$ cat src/rtl/fetch_stage_if.sv
// Fetch-stage bundle: PC/IMEM handshake, decode control and IF/ID outputs.
// master = fetch stage, slave = surrounding pipeline / memory.
`timescale 1ns/1ps
interface fetch_stage_if #(
   parameter int DATA_W = 32
);
   logic [DATA_W-1:0] i_addr;
   logic              pc_next;
   logic              imemREN;
   logic [DATA_W-1:0] imemaddr;
   logic              ihit;
   logic [DATA_W-1:0] imemload;
   logic              stall;
   logic              flush;
   logic [DATA_W-1:0] instr;
   logic [DATA_W-1:0] npc;
   logic              if_valid;
   logic              halted;

   modport master (
      input  i_addr, ihit, imemload, stall, flush,
      output pc_next, imemREN, imemaddr, instr, npc, if_valid, halted
   );

   modport slave (
      output i_addr, ihit, imemload, stall, flush,
      input  pc_next, imemREN, imemaddr, instr, npc, if_valid, halted
   );
endinterface

$ cat src/rtl/fetch_stage.sv
// Instruction fetch stage: issues IMEM reads for the current PC, fills the
// IF/ID register, one-entry buffer for hits that arrive while decode stalls.
`timescale 1ns/1ps
module fetch_stage #(
   parameter int                DATA_W   = 32,
   parameter logic [5:0]        HALT_OP  = 6'b111111,
   parameter logic [DATA_W-1:0] NOP_WORD = '0
) (
   input logic           CLK,
   input logic           nRST,
   fetch_stage_if.master bus
);
   typedef enum logic [1:0] {IDLE, REQ, HOLD, HALTED} state_t;

   state_t            state_reg, state_next;
   logic [DATA_W-1:0] instr_reg, instr_next;
   logic [DATA_W-1:0] npc_reg, npc_next;
   logic              valid_reg, valid_next;
   logic              halted_reg, halted_next;
   logic [DATA_W-1:0] buf_instr_reg, buf_instr_next;
   logic [DATA_W-1:0] buf_npc_reg, buf_npc_next;

   logic              pc_adv;
   logic              mem_ren;
   logic [DATA_W-1:0] seq_npc;
   logic              load_is_halt;
   logic              buf_is_halt;

   assign seq_npc      = bus.i_addr + DATA_W'(4);
   assign load_is_halt = (bus.imemload[DATA_W-1 -: 6] == HALT_OP);
   assign buf_is_halt  = (buf_instr_reg[DATA_W-1 -: 6] == HALT_OP);

   always_ff @(posedge CLK or negedge nRST) begin
      if (!nRST) begin
         state_reg     <= IDLE;
         instr_reg     <= NOP_WORD;
         npc_reg       <= '0;
         valid_reg     <= 1'b0;
         halted_reg    <= 1'b0;
         buf_instr_reg <= NOP_WORD;
         buf_npc_reg   <= '0;
      end else begin
         state_reg     <= state_next;
         instr_reg     <= instr_next;
         npc_reg       <= npc_next;
         valid_reg     <= valid_next;
         halted_reg    <= halted_next;
         buf_instr_reg <= buf_instr_next;
         buf_npc_reg   <= buf_npc_next;
      end
   end

   always_comb begin
      state_next     = state_reg;
      instr_next     = instr_reg;
      npc_next       = npc_reg;
      valid_next     = valid_reg;
      halted_next    = halted_reg;
      buf_instr_next = buf_instr_reg;
      buf_npc_next   = buf_npc_reg;
      pc_adv         = 1'b0;
      mem_ren        = 1'b0;

      case (state_reg)
         IDLE: begin
            state_next = REQ;
         end

         REQ: begin
            mem_ren = 1'b1;
            // flush outranks any hit, so a squashed fetch never lands in the buffer
            if (bus.flush) begin
               pc_adv     = 1'b1;
               valid_next = 1'b0;
               instr_next = NOP_WORD;
            end else if (bus.ihit && !bus.stall) begin
               pc_adv     = 1'b1;
               instr_next = bus.imemload;
               npc_next   = seq_npc;
               valid_next = 1'b1;
               if (load_is_halt) begin
                  halted_next = 1'b1;
                  state_next  = HALTED;
               end
            end else if (bus.ihit) begin
               buf_instr_next = bus.imemload;
               buf_npc_next   = seq_npc;
               state_next     = HOLD;
            end else if (!bus.stall) begin
               valid_next = 1'b0;
            end
         end

         HOLD: begin
            if (bus.flush) begin
               pc_adv     = 1'b1;
               valid_next = 1'b0;
               instr_next = NOP_WORD;
               state_next = REQ;
            end else if (!bus.stall) begin
               pc_adv     = 1'b1;
               instr_next = buf_instr_reg;
               npc_next   = buf_npc_reg;
               valid_next = 1'b1;
               if (buf_is_halt) begin
                  halted_next = 1'b1;
                  state_next  = HALTED;
               end else begin
                  state_next = REQ;
               end
            end
         end

         HALTED: begin
            // terminal until reset; only lets decode drain the HALT word
            if (!bus.stall) begin
               valid_next = 1'b0;
            end
         end

         default: begin
            state_next = IDLE;
         end
      endcase
   end

   assign bus.pc_next  = pc_adv;
   assign bus.imemREN  = mem_ren;
   assign bus.imemaddr = bus.i_addr;
   assign bus.instr    = valid_reg ? instr_reg : NOP_WORD;
   assign bus.npc      = npc_reg;
   assign bus.if_valid = valid_reg;
   assign bus.halted   = halted_reg;
endmodule

$ cat src/flat_wrapper.sv
// flat-port wrapper written by rule: the top's interface ports become plain ports
module fetch_stage_flat 
#(
   parameter int                DATA_W   = 32,
   parameter logic [5:0]        HALT_OP  = 6'b111111,
   parameter logic [DATA_W-1:0] NOP_WORD = '0
)
  (CLK, nRST, bus_i_addr, bus_ihit, bus_imemload, bus_stall, bus_flush, bus_pc_next, bus_imemREN, bus_imemaddr, bus_instr, bus_npc, bus_if_valid, bus_halted);
  fetch_stage_if #(.DATA_W(DATA_W)) bus_i ();
  input logic CLK;
  input logic nRST;
  input wire logic [$bits(bus_i.i_addr)-1:0] bus_i_addr;
  input wire logic [$bits(bus_i.ihit)-1:0] bus_ihit;
  input wire logic [$bits(bus_i.imemload)-1:0] bus_imemload;
  input wire logic [$bits(bus_i.stall)-1:0] bus_stall;
  input wire logic [$bits(bus_i.flush)-1:0] bus_flush;
  output wire logic [$bits(bus_i.pc_next)-1:0] bus_pc_next;
  output wire logic [$bits(bus_i.imemREN)-1:0] bus_imemREN;
  output wire logic [$bits(bus_i.imemaddr)-1:0] bus_imemaddr;
  output wire logic [$bits(bus_i.instr)-1:0] bus_instr;
  output wire logic [$bits(bus_i.npc)-1:0] bus_npc;
  output wire logic [$bits(bus_i.if_valid)-1:0] bus_if_valid;
  output wire logic [$bits(bus_i.halted)-1:0] bus_halted;
  assign bus_i.i_addr = bus_i_addr;
  assign bus_i.ihit = bus_ihit;
  assign bus_i.imemload = bus_imemload;
  assign bus_i.stall = bus_stall;
  assign bus_i.flush = bus_flush;
  assign bus_pc_next = bus_i.pc_next;
  assign bus_imemREN = bus_i.imemREN;
  assign bus_imemaddr = bus_i.imemaddr;
  assign bus_instr = bus_i.instr;
  assign bus_npc = bus_i.npc;
  assign bus_if_valid = bus_i.if_valid;
  assign bus_halted = bus_i.halted;
  fetch_stage #(.DATA_W(DATA_W), .HALT_OP(HALT_OP), .NOP_WORD(NOP_WORD)) u_core (.CLK(CLK), .nRST(nRST), .bus(bus_i));
endmodule
$ cat config.mk
export PLATFORM = sky130hd
export DESIGN_NAME = fetch_stage_flat
export DESIGN_NICKNAME = d
export VERILOG_FILES = /design/src/rtl/fetch_stage_if.sv /design/src/rtl/fetch_stage.sv /design/src/flat_wrapper.sv
export SDC_FILE = /design/constraint.sdc
export NUM_CORES = 1
export LEC_CHECK = 0
export BUFFER_PORTS_ARGS = -buffer_cell sky130_fd_sc_hd__buf_2
export CAP_MARGIN = 30
export CORE_MARGIN = 10
export CORE_UTILIZATION = 49
export DETAILED_ROUTE_END_ITERATION = 8
export PLACE_DENSITY = 0.77
export RECOVER_POWER = 25
export SETUP_SLACK_MARGIN = 0.5
export SLEW_MARGIN = 30
export SYNTH_ARGS = -nofsm -noshare
export SYNTH_HDL_FRONTEND = slang
export SYNTH_SLANG_ARGS = --single-unit
$ cat constraint.sdc
create_clock -name CLK -period 2.14 [get_ports CLK]
set_clock_uncertainty 0.15 [all_clocks]
set_input_delay 0.107 -clock CLK [delete_from_list [all_inputs] [get_ports CLK]]
set_output_delay 0.107 -clock CLK [all_outputs]
set_load 0.02 [all_outputs]
# After elaboration in Yosys (flattened, before gate mapping)

Index checks and enable logic that the tools add are counted.

Add/sub/neg operators: 1
Bitwise gates (word level): 2
Reduce and logical (&&, ||, !) cells: 12
Equal/unequal tests: 16
Mux-type cells: 39

Operators by type and width:

| operator                                                        | number |
|---|---|
| 32-bit two-way mux                                              | 9 |
| 32-bit case mux with 2 select lines                             | 2 |
| 32-bit by 3-bit adder with 32-bit output, second input constant | 1 |
| 1-bit two-way mux                                               | 17 |
| 2-bit two-way mux                                               | 7 |
| 6-bit == test, second input constant                            | 2 |
| 5-bit AND reduction                                             | 2 |
| 3-bit by 2-bit != test with 1-bit output, second input constant | 3 |
| 7-bit AND reduction                                             | 1 |
| 2-bit by 1-bit != test with 1-bit output, second input constant | 3 |
| 2-bit != test, second input constant                            | 3 |
| 2-bit case mux with 3 select lines                              | 1 |
| 3-bit AND reduction                                             | 2 |
| 3-bit nonzero test                                              | 2 |
| 2-bit == test, second input constant                            | 2 |
| 4-bit by 3-bit != test with 1-bit output, second input constant | 1 |
| 1-bit case mux with 2 select lines                              | 2 |
| 4-bit AND reduction                                             | 1 |
| 3-bit != test, second input constant                            | 1 |
| 1-bit case mux with 3 select lines                              | 1 |
| 2-bit by 1-bit == test with 1-bit output, second input constant | 1 |
| 2-bit zero test                                                 | 1 |
| 1-bit NOT                                                       | 2 |
| 2-bit nonzero test                                              | 1 |
| other kinds (2)                                                 | 2 |

Word-level logic and storage cells: 77
Output and inout bits: 100
Register bits after elaboration: 132
Bits of input ports: 69

# Logic depth before layout (Yosys ltp)

Word-level depth: 5
Gate-level depth with buffers: 8
Gate-level depth less buffers: 7

# Worst setup path before layout

OpenSTA, ideal clock, no wires.

Path type: register -> register
From: reg u_core.state_reg[1]
To: reg u_core.buf_npc_reg[3]
Arrival time: 1.851 ns
Path buffers: 2
Setup time: 0.125 ns
Stages on the path, launching flop included: 7
Period minus slack after synthesis: 2.126 ns
Path slack: 0.014 ns
Path through: dfrtp_1 -> inv_1 -> ha_1 -> nand4b_1 -> clkbuf_1 -> clkbuf_1 -> mux2_2

Word-level cells in the longest chain between the ends: 2

Ends and longest elaborated chain:

| what                                     | line              | RTL |
|---|---|---|
| start, declared                          | fetch_stage.sv:15 | `state_t state_reg, state_next;` |
| start signal, assigned                   | fetch_stage.sv:43 | `state_reg <= state_next;` |
| 2-bit by 1-bit == test with 1-bit output | fetch_stage.sv:64 | `case (state_reg)` |
| 4-bit AND reduction (no source line)     | -                 |  |
| end signal, assigned                     | fetch_stage.sv:49 | `buf_npc_reg <= buf_npc_next;` |
| end, declared                            | fetch_stage.sv:21 | `logic [DATA_W-1:0] buf_npc_reg, buf_npc_next;` |

No other way between the ends.
A chain may end at the register's enable or synchronous reset.

# Final worst setup path

From: reg u_core.state_reg[0]
To: reg u_core.buf_instr_reg[12]

Word-level cells in the longest chain between the ends: 2

Ends and longest elaborated chain:

| what                                     | line              | RTL |
|---|---|---|
| 2-bit by 1-bit == test with 1-bit output | fetch_stage.sv:64 |  |
| 4-bit AND reduction (no source line)     | -                 |  |
| end signal, assigned                     | fetch_stage.sv:48 | `buf_instr_reg <= buf_instr_next;` |
| end, declared                            | fetch_stage.sv:20 | `logic [DATA_W-1:0] buf_instr_reg, buf_instr_next;` |

No other way between the ends.

==> metrics.txt <==
status finished, violations left; failing checks hold timing; H-tree Lvls 4; hpwl dp 12.2 mm; Root Buffer Master clkbuf_16; Cell variety after synth 47; FF-to-FF Start u_core.state_reg[0]; setup ws final 0.0247 ns; max cap viols 0; pre-CTS WS 0.0110 ns; Clock Pin Slew Worst Setup and Hold Paths 0.06 ns; GP Congestion 0.800; cell area after synthesis 0.00681 mm²; WL final 29.4 mm; crit path cell chain buf_4 > buf_6 > ha_4 > nand4b_1 > buf_6 > buf_12 > clkbuf_16 > mux2_2; EDFF count, synth 0; Placed Area 0.00776 mm²; syn_area_per_cell 10.2 µm²; Fmax achieved 0.473 GHz; R2R Setup Slk 0.02 ns; initial core utilization 49.6%; WS Path Type flip-flop to flip-flop; vias per cell 6.19; # port buffers 168; Filler cells 681; most frequent CP cell buf_6; core area 0.0137 mm²; Design Area, Final 0.0111 mm²; Critical Path AT 2.27 ns; via count 6933; FF-to-FF path depth 8; final hold slack -0.0103 ns; slew margin rel. 5.58%; Req. time, crit path 2.29 ns; clock period minus worst slack 2.12 ns; crit-path max cell delay 0.44 ns; Syn-to-layout area delta 62.7%; first-pass GRT wire length 31.9 mm; Final Cycle Share 98.8%; Hold Crit Class input port to flip-flop; Synth top cells by count 132 x dfrtp_1, 104 x nand2_1, 46 x o21ai_0; Seq/Total Area, Yosys 48.5%; I/O pin cnt 169; WL/cell 26.2 µm; Main synth FF type dfrtp_1; Die Span X 138 µm; buffer depth of the longest clock path 2; CP endpoint kind flip-flop; DR DRC count 0; TritonCTS clock tree yes; PwrDens 1490 mW/mm²; die height 138 µm; layout cells sized above 1 47.1%; largest net degree at the start of global routing 65; Post-Syn Instances 667; initial antenna violation count 0; hold worst-path end u_core.buf_npc_reg[11]; most numerous cell in the Yosys netlist dfrtp_1; die area 0.0190 mm²; Synth Register Bits 132; Tot GR Track Use 21.1%; Net Count, Synth 742; Hold Path Depth 4; leading area contributor after synthesis dfrtp_1; grt total ovfl 0; DRT Pass-1 Iters 5; Least-Margin Pin Slew 1.42 ns; Worst VDD drop 892 µV; Worst-Skew Late Latency 0.42 ns; Design Power 16.5 mW; vias in the first global route 6118; Antenna Cells 0; area share of the largest cell type after synthesis 48.5%; final hold vios 1; Synth area leaders dfrtp_1 49%, mux2_2 6.5%, nand2_1 5.7%; CP Max Fanout 7; Non-Filler Instances 1120; Cell Rows 43; unrepaired setup endpoints after global routing true; Crit-path slowest cell dfrtp_1; count of pins over their slew limit 0; antenna-violating nets left 0; crit start category flip-flop; setup violators final 0; CTS sink cnt 132; Nets 1004; Initial DRC Count 682; Hold Crit Start bus_i_addr[10]; yosys warns 0; cell leakage power 4.95 nW; Post-Place Cells 961; async set-or-reset flop fraction in the synthesized netlist 100%; end of the worst register-to-register path u_core.buf_instr_reg[12]; Num CTS Buffers 17
-- cell usage in the layout, fill, tap and decap left out, types with 16 or more instances in the layout --
master         count
nand2_2           22
nand2_1           58
buf_2            110
clkbuf_16         31
nand3_1           29
clkbuf_1          29
dfrtp_1          130
buf_4             29
mux2i_1           28
nor2_1            16
o31ai_4           31
mux2_2            35
o21ai_1           19
buf_6             42
and2_4            31
o21ai_0           25
nand2_4           24
dlygate4sd3_1     70
-- repair_timing --
item / CTS / global route
pin swaps: 16 / 62
resized for setup: 26 / 301
endpoints found under the setup margin: 156 / 166
hold endpoints to repair: 243 / 0
cloned: 4 / 21
buffers inserted: 10 / 24
hold buffers: 70 / 0
-- routing by layer --
layer	routed length [µm]	GRT usage, %	up-vias	share of wire [%]
li1	-	-	2841	-
met1	10200	26.3	3383	35
met2	14800	33.0	530	50
met3	2450	5.65	179	8.3
met4	1980	10.9	0	6.7
met5	0	0	-	0
-- per-stage QoR --
stage	setup TNS [ns]	hold slack, ns	utilization [%]
after floorplan	0	-0.339	-
after global placement	0	-0.0591	56.6
after detailed placement	0	-0.0573	56.6
after CTS	0	0.00130	67.5
after global routing	-0.0130	0.00731	80.7
final	0	-0.0103	80.7
-- area by class of cell --
cell class / instances / area (µm²) / share of cell area [%]
Clock buffer: 25 / 475 / 4.29
Tap cell: 180 / 225 / 2.03
Sequential cell: 132 / 3310 / 29.9
Timing Repair Buffer: 316 / 2930 / 26.5
Clock inverter: 5 / 52.6 / 0.475
Multi-Input combinational cell: 457 / 4060 / 36.6
Inverter: 5 / 22.5 / 0.203
-- logic make-up after synthesis --
logic type,Yosys count,synth area share [%]
AOI/OAI and AO/OA,116,10.9
xor gates and xnor gates,27,3.47
adders and majority gates,6,1.10
buffers and inverters,78,6.34
DFF,132,48.5
muxes,76,11.9
and+or+nand+nor,232,17.8
-- worst max-delay path: cells and delay by family, from the launching register on --
family / cells / cell delay, ns
flip-flops: 1 / 0.44
adder cells (fa/ha/maj): 1 / 0.19
multiplexers: 1 / 0.37
AND/OR/NAND/NOR: 1 / 0.13
buffers and inverters: 5 / 0.70
-- worst max-delay path by stage --
stage / startpoint / end / depth (start not counted)
global placement: u_core.state_reg[1] / u_core.bus.npc[29] / 7
CTS: u_core.state_reg[0] / bus_pc_next / 7
global route: u_core.state_reg[0] / u_core.bus.npc[19] / 9
floorplan: u_core.state_reg[1] / u_core.bus.npc[10] / 6
detailed placement: u_core.state_reg[1] / u_core.bus.npc[16] / 7
finish: u_core.state_reg[0] / u_core.buf_instr_reg[12] / 8
-- report_power, final --
group	total, mW	switching (mW)	internal (mW)
Combinational	9.15	4.90	4.26
Sequential	4.64	0.991	3.65
Clock	2.73	1.09	1.64
No activity file was read; power rests on OpenSTA's default activity.
